### config.mk
export PLATFORM = sky130hd
export DESIGN_NAME = plaintext_process
export DESIGN_NICKNAME = d
export VERILOG_FILES = /design/src/rtl/acorn_pkg.sv /design/src/rtl/acorn_step.sv /design/src/rtl/plaintext_process.sv
export SDC_FILE = /design/constraint.sdc
export NUM_CORES = 1
export LEC_CHECK = 0
export ABC_AREA = 1
export BUFFER_PORTS_ARGS = -buffer_cell sky130_fd_sc_hd__clkbuf_2
export CAP_MARGIN = 20
export CORE_AREA = 2 2 330 332
export DETAILED_ROUTE_END_ITERATION = 8
export DIE_AREA = 0 0 332 334
export HOLD_SLACK_MARGIN = 0.03
export SYNTH_ARGS = -nofsm -noshare
export SYNTH_HDL_FRONTEND = slang
export SYNTH_SLANG_ARGS = --single-unit
### constraint.sdc
create_clock -name clk -period 18.7 [get_ports clk]
set_input_delay 1.87 -clock clk [delete_from_list [all_inputs] [get_ports clk]]
set_output_delay 1.87 -clock clk [all_outputs]
set_load 0.02 [all_outputs]
### src/rtl/acorn_pkg.sv
// Shared ACORN-128 definitions: state geometry, phase lengths, FSM encoding,
// feedback/keystream tap positions and the boolean helpers of StateUpdate128.
package acorn_pkg;

  localparam int unsigned ACORN_STATE_W = 293;
  localparam int unsigned PAD_BITS      = 256;
  localparam int unsigned CA_ONE_BITS   = 128;
  localparam int unsigned CNT_W         = 10;

  // FSM encoding kept as plain constants so legacy code can compare raw bits.
  localparam logic [1:0] ST_IDLE = 2'd0;
  localparam logic [1:0] ST_ENC  = 2'd1;
  localparam logic [1:0] ST_PAD  = 2'd2;
  localparam logic [1:0] ST_DONE = 2'd3;

  typedef enum logic [1:0] {
    IDLE = ST_IDLE,
    ENC  = ST_ENC,
    PAD  = ST_PAD,
    DONE = ST_DONE
  } acorn_fsm_e;

  localparam int unsigned TAP_0   = 0;
  localparam int unsigned TAP_12  = 12;
  localparam int unsigned TAP_23  = 23;
  localparam int unsigned TAP_61  = 61;
  localparam int unsigned TAP_66  = 66;
  localparam int unsigned TAP_107 = 107;
  localparam int unsigned TAP_111 = 111;
  localparam int unsigned TAP_154 = 154;
  localparam int unsigned TAP_160 = 160;
  localparam int unsigned TAP_193 = 193;
  localparam int unsigned TAP_196 = 196;
  localparam int unsigned TAP_230 = 230;
  localparam int unsigned TAP_235 = 235;
  localparam int unsigned TAP_244 = 244;
  localparam int unsigned TAP_289 = 289;

  function automatic logic maj(input logic x, input logic y, input logic z);
    return (x & y) ^ (x & z) ^ (y & z);
  endfunction

  function automatic logic ch(input logic x, input logic y, input logic z);
    return (x & y) ^ (~x & z);
  endfunction

endpackage

### src/rtl/acorn_step.sv
// acorn_step: one combinational ACORN-128 StateUpdate128 step.
// Ports:
//   state      - current 293-bit state
//   m, ca, cb  - message bit and control bits for this step
//   next_state - state after feedback, new-bit computation and shift
//   ks         - keystream bit derived from the pre-shift (feedback-updated) state
module acorn_step
  import acorn_pkg::*;
(
  input  logic [ACORN_STATE_W-1:0] state,
  input  logic                     m,
  input  logic                     ca,
  input  logic                     cb,
  output logic [ACORN_STATE_W-1:0] next_state,
  output logic                     ks
);

  logic [ACORN_STATE_W-1:0] upd;
  logic                     f;

  // LFSR feedback, applied in order; later updates see earlier ones.
  always_comb begin
    upd          = state;
    upd[TAP_289] = upd[TAP_289] ^ upd[TAP_235] ^ upd[TAP_230];
    upd[TAP_230] = upd[TAP_230] ^ upd[TAP_196] ^ upd[TAP_193];
    upd[TAP_193] = upd[TAP_193] ^ upd[TAP_160] ^ upd[TAP_154];
    upd[TAP_154] = upd[TAP_154] ^ upd[TAP_111] ^ upd[TAP_107];
    upd[TAP_107] = upd[TAP_107] ^ upd[TAP_66]  ^ upd[TAP_61];
    upd[TAP_61]  = upd[TAP_61]  ^ upd[TAP_23]  ^ upd[TAP_0];
  end

  // Kept separate from the feedback block so ks never depends on m.
  assign ks = upd[TAP_12] ^ upd[TAP_154]
            ^ maj(upd[TAP_235], upd[TAP_61], upd[TAP_193])
            ^ ch(upd[TAP_230], upd[TAP_111], upd[TAP_66]);

  assign f = upd[TAP_0] ^ ~upd[TAP_107]
           ^ maj(upd[TAP_244], upd[TAP_23], upd[TAP_160])
           ^ (ca & upd[TAP_196]) ^ (cb & ks) ^ m;

  assign next_state = {f, upd[ACORN_STATE_W-1:1]};

endmodule

### src/rtl/plaintext_process.sv
// plaintext_process: ACORN-128 encryption stage. Loads the associated-data
// state and one plaintext block on start, runs PT_BITS encryption steps
// (one ciphertext bit per cycle, bit 0 first), then 256 padding steps,
// then pulses done with ct_out/state_out held until the next start.
// Ports:
//   clk, rst   - clock, asynchronous active-high reset
//   start      - request, accepted only in IDLE
//   state_in   - incoming 293-bit state (sampled with start)
//   pt_in      - plaintext block (sampled with start)
//   dec        - DECRYPT_EN builds only: pt_in carries ciphertext
//   busy       - high while encrypting/padding
//   done       - one-cycle completion pulse
//   ct_out     - ciphertext (or recovered plaintext when decrypting)
//   state_out  - state after plaintext and padding
// Build option: define DECRYPT_EN to add the dec input and decrypt mode.
module plaintext_process
  import acorn_pkg::*;
#(
  parameter int unsigned PT_BITS = 128
) (
  input  logic                     clk,
  input  logic                     rst,
  input  logic                     start,
  input  logic [ACORN_STATE_W-1:0] state_in,
  input  logic [PT_BITS-1:0]       pt_in,
`ifdef DECRYPT_EN
  input  logic                     dec,
`endif
  output logic                     busy,
  output logic                     done,
  output logic [PT_BITS-1:0]       ct_out,
  output logic [ACORN_STATE_W-1:0] state_out
);

  localparam int unsigned STATE_W  = ACORN_STATE_W;
  localparam logic [CNT_W-1:0] ENC_LAST = CNT_W'(PT_BITS - 1);
  localparam logic [CNT_W-1:0] PAD_LAST = CNT_W'(PAD_BITS - 1);
  localparam logic [CNT_W-1:0] CA_LIM   = CNT_W'(CA_ONE_BITS);

  acorn_fsm_e         fsm_q, fsm_d;
  logic [CNT_W-1:0]   cnt_q, cnt_d;
  logic [STATE_W-1:0] st_q;
  logic [PT_BITS-1:0] pt_q;
  logic [PT_BITS-1:0] ct_q;
  logic               busy_q, done_q;
  logic               dec_sel;

  logic               step_m, step_ca;
  logic [STATE_W-1:0] step_next;
  logic               step_ks;
  logic               ct_bit;

`ifdef DECRYPT_EN
  logic dec_q;
  assign dec_sel = dec_q;
`else
  assign dec_sel = 1'b0;
`endif

  acorn_step u_step (
    .state      (st_q),
    .m          (step_m),
    .ca         (step_ca),
    .cb         (1'b0),
    .next_state (step_next),
    .ks         (step_ks)
  );

  // Ciphertext bit uses the keystream of the pre-update state this cycle.
  assign ct_bit = pt_q[0] ^ step_ks;

  // Step inputs; decrypt absorbs the recovered plaintext bit.
  always_comb begin
    step_m  = 1'b0;
    step_ca = 1'b0;
    case (fsm_q)
      ENC: begin
        step_m  = pt_q[0] ^ (dec_sel & step_ks);
        step_ca = 1'b1;
      end
      PAD: begin
        step_m  = (cnt_q == '0);
        step_ca = (cnt_q < CA_LIM);
      end
      default: ;
    endcase
  end

  // FSM state register.
  always_ff @(posedge clk or posedge rst) begin
    if (rst) fsm_q <= IDLE;
    else     fsm_q <= fsm_d;
  end

  // Next-state and counter logic; exits on terminal count, no wrap.
  always_comb begin
    fsm_d = fsm_q;
    cnt_d = cnt_q;
    case (fsm_q)
      IDLE: begin
        if (start) begin
          fsm_d = ENC;
          cnt_d = '0;
        end
      end
      ENC: begin
        if (cnt_q == ENC_LAST) begin
          fsm_d = PAD;
          cnt_d = '0;
        end else begin
          cnt_d = cnt_q + CNT_W'(1);
        end
      end
      PAD: begin
        if (cnt_q == PAD_LAST) begin
          fsm_d = DONE;
          cnt_d = '0;
        end else begin
          cnt_d = cnt_q + CNT_W'(1);
        end
      end
      DONE: fsm_d = IDLE;
      default: begin
        fsm_d = IDLE;
        cnt_d = '0;
      end
    endcase
  end

  // Datapath registers and registered status outputs.
  always_ff @(posedge clk or posedge rst) begin
    if (rst) begin
      cnt_q  <= '0;
      st_q   <= '0;
      pt_q   <= '0;
      ct_q   <= '0;
      busy_q <= 1'b0;
      done_q <= 1'b0;
`ifdef DECRYPT_EN
      dec_q  <= 1'b0;
`endif
    end else begin
      cnt_q  <= cnt_d;
      busy_q <= (fsm_d == ENC) || (fsm_d == PAD);
      done_q <= (fsm_d == DONE);
      case (fsm_q)
        IDLE: begin
          if (start) begin
            st_q  <= state_in;
            pt_q  <= pt_in;
`ifdef DECRYPT_EN
            dec_q <= dec;
`endif
          end
        end
        ENC: begin
          st_q <= step_next;
          pt_q <= pt_q >> 1;
          // Shift in from the top: after PT_BITS steps bit 0 holds ct[0].
          ct_q <= (ct_q >> 1) | (PT_BITS'(ct_bit) << (PT_BITS - 1));
        end
        PAD: st_q <= step_next;
        default: ;
      endcase
    end
  end

  assign busy      = busy_q;
  assign done      = done_q;
  assign ct_out    = ct_q;
  assign state_out = st_q;

endmodule

==> results.md, run 1 <==
- Status: finished, final reports clean
- Most frequent cells after synthesis: 681 x nand2_1, 563 x dfrtp_1, 475 x o21ai_0
- Cell taking the most area after synthesis: dfrtp_1
- Netlist cell types: 28
- CP endpoint kind: flop
- H-tree Lvls: 3
- Top delay family on crit path: buffers and inverters
- Top-count cell post-synth: nand2_1
- Top Layer Used: met4
- Total die area: 0.1109 mm^2
- Setup bufs post-CTS: 0
- FF+latch count, synth: 563
- Worst path slowest cell: buf_4
- Clock period minus worst slack: 5.196 ns
- Number of vias per cell: 4.476
- Port buffer count: 846
- Non-Filler Instances: 5169
- Wire length per cell: 17.92 um
- # placed instances: 5033
- Largest net degree at the start of global routing: 229
- Rel. slew slack: 0.2925
- Worst Skew: 0.02209 ns
- Ys Warns: 0
- CTS Buffer Depth: 3
- Synth Cell Area: 0.02556 mm^2
- DRT iter0 DRCs: 1549
- Via count: 23140
- Static leakage: 16.48 nW
- First-pass GRT wire length: 139700 um
- Yosys top cell area share: 0.5512
- PwrDens: 193.3 mW/mm^2
- Final setup violation count: 0
- RSZ-0062 raised after global routing: false
- M1 WL: 39290 um
- Wirelength, routed: 92620 um
- DR WL met2: 44040 um
- Hold Path Class: reg2reg
- Clock Latency Late Sink: 0.63 ns
- Post-cts resize count: 0
- TritonCTS clock tree: yes
- Worst Tran Pin Value: 1.061 ns
- Top_reg_cell synth: dfrtp_1
- CTS hold repair buffers: 0
- Vert. Die Dim: 334 um
- Met3 wire len: 6576 um
- Top cells by area, synth: dfrtp_1 55%, o211ai_1 10%, nand2_1 10%
- Crit path arrival time: 5.66 ns
- Antenna violations before repair: 10
- Grt ovf: 0
- Layout Nets: 4124
- Area Growth Syn to Fin: 30.21%
- Placed wire-length estimate: 68940 um
- Share of layout cells above drive strength 1: 0.2649
- GRT Util Overall: 0.1629
- Crit-path max FO: 109
- GP Congestion: 0.8899
- Initial core utilization: 0.2371
- Total Neg Setup Slack: 0 ns
- CP most frequent cell: buf_4
- CP startpoint kind: input port
- Total iterations of the first detailed-routing run: 5
- Slew Viols, Final: 0
- EDFF count, synth: 0
- CP bufs+invs: 5
- Die Wd: 332 um
- Row count: 121
- Avg Synthesized Cell Area: 8.632 um^2
- Final hold violations: 0
- Syn_nets: 3393
- F_max: 192.5 MHz
- Post-route DRC: 0
- CTS buffer count: 70
- Vias in the first global route: 22490
- Seq/Total Area, Yosys: 0.5512
- Clock-pin slew of the registers on the worst-case setup and hold paths: 0.06 ns
- CP max stage delay: 0.87 ns
- Post-synthesis cell count: 2961
- Crit path cell chain: clkbuf_2 > nand2_1 > o21ai_4 > buf_4 > buf_4 > buf_4 > buf_4 > o211ai_1 > o21ai_0
- Setup Crit Path Kind: in2reg
- CP required: 19.16 ns
- Max-cap violations: 0
- I/O pin cnt: 847
- Clk sink count: 563
- Post-DRT Antenna Nets: 0
- Clock root cell: clkbuf_16
- Final Util: 0.3088
- Core box area: 0.1078 mm^2
- Maximum vdd drop: 0.0001011 V
- Share of flip-flops with an asynchronous set or reset: 1.000
- Final period utilization: 0.2778
==> cells by family after synthesis <==
family	synth area share
adder cells (fa/ha/maj)	0.003916
AO/OA/AOI/OAI	0.2190
AND/OR/NAND/NOR	0.1199
buffers and inverters	0.1039
XOR/XNOR	0.002056
flip-flops	0.5512
==> final cells by class <==
class,count,area [um^2]
diodes,10,25.02
clock buffers,104,2082
clock inverters,21,310.3
fillers,11550,74510
inverters,443,1675
multi-input cells,1740,8856
flip-flops and latches,563,14090
well taps,1414,1769
repair buffers,874,4477
==> final timing paths <==
kind	startpoint	to	slack (ns)	cells past startpoint
setup / recovery	start	state_out[160]	13.50	9
hold reg to reg	ct_out[0]	ct_out[0]	0.50	2
setup reg to reg	fsm_q[0]	state_out[160]	13.57	10
min in group asynchronous	rst	state_out[209]	1.27	2
hold / removal	ct_out[0]	ct_out[0]	0.50	2
max in group asynchronous	rst	state_out[111]	13.68	6
==> metrics by stage <==
stage / instance area (um^2) / hold WS (ns) / worst slack, ns / total power [mW]
2_1_floorplan: 25560 / 0.4852 / 1.084 / 4.077
3_5_place_dp: 30840 / 0.4831 / 12.81 / 5.074
5_1_grt: 33280 / 0.5288 / 13.05 / 6.970
6_report: 33280 / 0.4972 / 13.50 / 6.434
4_1_cts: 33230 / 0.4961 / 13.53 / 6.525
3_3_place_gp: 30840 / 0.4722 / 12.81 / 5.021
==> sequential cells by signal (all words and copies together), names as in the netlist <==
signal	flops
ct_out	128
pt_q	128
fsm_q	2
done	1
busy	1
state_out	293
cnt_q	10
==> cell usage in the layout (no fill, tap or decap), drive strengths merged, types with 2 or more instances in the layout <==
cell    synthesis  final
a21boi          2      2
a21oi          13     13
a31oi          68     68
buf           144     28
bufinv          0      5
clkbuf         71    950
clkinv          0     12
dfrtp         563    563
diode           0     10
ha              8      8
inv           443    446
nand2         681    681
nand3          33     33
nor2           83     83
nor3            2      2
o211ai        344    344
o21ai         491    491
o22ai           6      6
xor2            5      5
==> tightest hold or removal path: cells and delay by family, from the launching register on <==
kind	cells	cell delay [ns]
compound gates	1	0.07
flops	1	0.34
simple gates	1	0.05
==> power breakdown <==
group          total [mW]  internal (mW)  switching [mW]
clock                1.41          0.846           0.562
combinational        2.99          0.882            2.11
sequential           2.04           1.73           0.301
==> per-layer routing <==
| metal | vias to the layer above | GRT usage |
|---|---|---|
| met5 | - | 0 |
| met4 | 0 | 0.06103 |
| met3 | 123 | 0.04413 |
| met2 | 723 | 0.2675 |
| met1 | 11090 | 0.2044 |
| li1 | 11210 | - |
No activity file was read; power rests on OpenSTA's default activity.
==> inputs of run 2 (changes only) <==
--- a/config.mk
+++ b/config.mk
@@ -5,12 +5,12 @@
 export SDC_FILE = /design/constraint.sdc
 export NUM_CORES = 1
 export LEC_CHECK = 0
-export ABC_AREA = 1
+export ABC_AREA = 0
 export BUFFER_PORTS_ARGS = -buffer_cell sky130_fd_sc_hd__clkbuf_2
 export CAP_MARGIN = 20
-export CORE_AREA = 2 2 330 332
+export CORE_AREA = 2 2 326 328
 export DETAILED_ROUTE_END_ITERATION = 8
-export DIE_AREA = 0 0 332 334
+export DIE_AREA = 0 0 328 330
 export HOLD_SLACK_MARGIN = 0.03
 export SYNTH_ARGS = -nofsm -noshare
 export SYNTH_HDL_FRONTEND = slang
==> constraint.sdc (replaced) <==
create_clock -name clk -period 4.29 [get_ports clk]
set_input_delay 0.429 -clock clk [delete_from_list [all_inputs] [get_ports clk]]
set_output_delay 0.429 -clock clk [all_outputs]
set_load 0.02 [all_outputs]
==> results.md, run 2 <==
- Top-count cell post-synth: dfrtp_1
- Yosys top cell area share: 0.5644
- Top Layer Used: met5
- CTS Buffer Depth: 3
- Row count: 119
- TritonCTS clock tree: yes
- Share of layout cells above drive strength 1: 0.3682
- Largest net degree at the start of global routing: 113
- Worst path slowest cell: o21a_4
- CTS hold repair buffers: 16
- Synth Cell Area: 0.02496 mm^2
- # placed instances: 4342
- Vert. Die Dim: 330 um
- Wire length per cell: 19.29 um
- Largest register FFs: 293
- Clock Latency Late Sink: 0.64 ns
- Seq pwr share: 0.423
- Grt ovf: 0
- Clock-pin slew of the registers on the worst-case setup and hold paths: 0.06 ns
- H-tree Lvls: 3
- Crit path cell chain: inv_1 > ha_4 > inv_2 > o21a_4 > buf_4 > o21ai_0
- CP startpoint kind: flop
- Most frequent cells after synthesis: 563 x dfrtp_1, 433 x nand2_1, 426 x o21ai_0
- Final worst slack: 1.520 ns
- Clk sink count: 563
- Clock root cell: clkbuf_16
- Power Internal: 11.22 mW
- Port buffer count: 846
- Netlist cell types: 40
- Post-DRT Antenna Nets: 0
- Crit-path max FO: 74
- Die Wd: 328 um
- Top_reg_cell synth: dfrtp_1
- Top cells by area, synth: dfrtp_1 56%, mux2i_1 17%, o21ai_0 8.5%
- Post-cts resize count: 0
- Seq/Total Area, Yosys: 0.5644
- Hold Path Class: in2reg
- EDFF count, synth: 0
- Worst Skew: 0.02585 ns
- FF+latch count, synth: 563
- Final hold violations: 0
- F_max: 361.0 MHz
- CP required: 4.78 ns
- M1 WL: 34800 um
- Placed wire-length estimate: 65900 um
- Top delay family on crit path: buffers and inverters
- Layout Nets: 3471
- PwrDens: 515.1 mW/mm^2
- Crit path arrival time: 3.26 ns
- Total die area: 0.1082 mm^2
- Wirelength, routed: 86500 um
- CP bufs+invs: 3
- Avg Synthesized Cell Area: 11.23 um^2
- Area Growth Syn to Fin: 32.84%
- Post-route DRC: 0
- Final setup violation count: 0
- Met3 wire len: 6040 um
- Clock share of power: 0.354
- Max-cap violations: 0
- Syn_nets: 2655
- CP endpoint kind: flop
- Non-Filler Instances: 4483
- Static leakage: 17.85 nW
- Combinational cell fraction of total power: 0.223
- Initial core utilization: 0.2385
- Final Power: 17.08 mW
- CP max stage delay: 0.66 ns
- Cell taking the most area after synthesis: dfrtp_1
- Rel. slew slack: 0.3711
- Antenna violations before repair: 7
- Number of vias per cell: 4.330
- Maximum vdd drop: 0.0004303 V
- Vias in the first global route: 19180
- First-pass GRT wire length: 125200 um
- Via count: 19410
- DR WL met2: 43010 um
- I/O pin cnt: 847
- CTS buffer count: 70
- Clock period minus worst slack: 2.770 ns
- Final period utilization: 0.6457
- Post-synthesis cell count: 2223
- Post-place setup slack: 1.463 ns
- GP Congestion: 0.8561
- Most frequent cells in the layout: 846 x clkbuf_2, 563 x dfrtp_1, 433 x nand2_1, 426 x o21ai_0, 422 x mux2i_1
- Core box area: 0.1047 mm^2
- DRT iter0 DRCs: 973
- Setup bufs post-CTS: 0
- Most common cell after layout, fill and taps aside: clkbuf_2
- Psw: 5.863 mW
- Slew Viols, Final: 0
- Status: finished, final reports clean
- GRT Util Overall: 0.1532
- RSZ-0062 raised after global routing: false
- Setup Crit Path Kind: reg2reg
- Sw frac: 0.3433
- Share of flip-flops with an asynchronous set or reset: 1.000
- Total iterations of the first detailed-routing run: 5
- Worst Tran Pin Value: 0.9434 ns
- Ys Warns: 0
## run 2: metal layers
layer,track usage,vias to the layer above
met1,0.1839,9319
met2,0.2634,620
met3,0.04072,137
li1,-,9328
met5,0,-
met4,0.05465,6
## run 2: worst register-to-register path, cell delays in order, from the launching register on
cell     delay (ns)
dfrtp_1        0.42
inv_1          0.14
ha_4           0.41
inv_2          0.18
o21a_4         0.66
buf_4          0.60
o21ai_0        0.21
## run 2: layout make-up
class	count	area, um^2
inverter	10	41.29
tap	1391	1740
multi-input combinational	1492	10120
sequential	563	14090
timing repair buffer	902	4807
antenna	4	10.01
clock buffer	93	1989
fill	10800	71510
clock inverter	28	360.3
## run 2: final timing paths
check / from / to / slack (ns) / cells after the start
hold reg to reg: pt_q[2] / pt_q[2] / 0.48 / 2
hold / removal: state_in[82] / state_out[82] / 0.08 / 3
max in group asynchronous: rst / pt_q[115] / 2.62 / 5
min in group asynchronous: rst / state_out[89] / 0.45 / 3
setup reg to reg: fsm_q[0] / state_out[113] / 1.52 / 6
setup / recovery: fsm_q[0] / state_out[113] / 1.52 / 6
## run 2: cells by family (layout without fill, tap and decap cells)
group	after synthesis	count (layout)	synth area share
flops	563	563	0.5644
xor+xnor	20	20	0.007569
simple gates	463	463	0.07253
buf+inv	168	1033	0.03173
mux	551	551	0.2276
fa+ha+maj	10	10	0.004812
other cells	0	4	0
compound gates	448	448	0.09138
## run 2: metrics by stage
step                        util  setup TNS [ns]  hold slack [ns]  area, um^2
after global placement    0.2927               0           0.4597       30640
after detailed placement  0.2927               0           0.4700       30640
after floorplan                -        -2142.04           0.4494       24970
final                     0.3168               0          0.08349       33160
after global routing      0.3167               0          0.06256       33150
after CTS                 0.3167               0          0.03166       33150
## run 2: power by group through the flow
stage	clock network, mW	registers [mW]	logic (mW)
finish	6.05	7.22	3.81
global route	6.49	7.34	4.09
CTS	6.27	7.23	3.90
detailed placement	0	7.31	3.88
global placement	0	7.29	3.84
floorplan	0	8.07	0.998
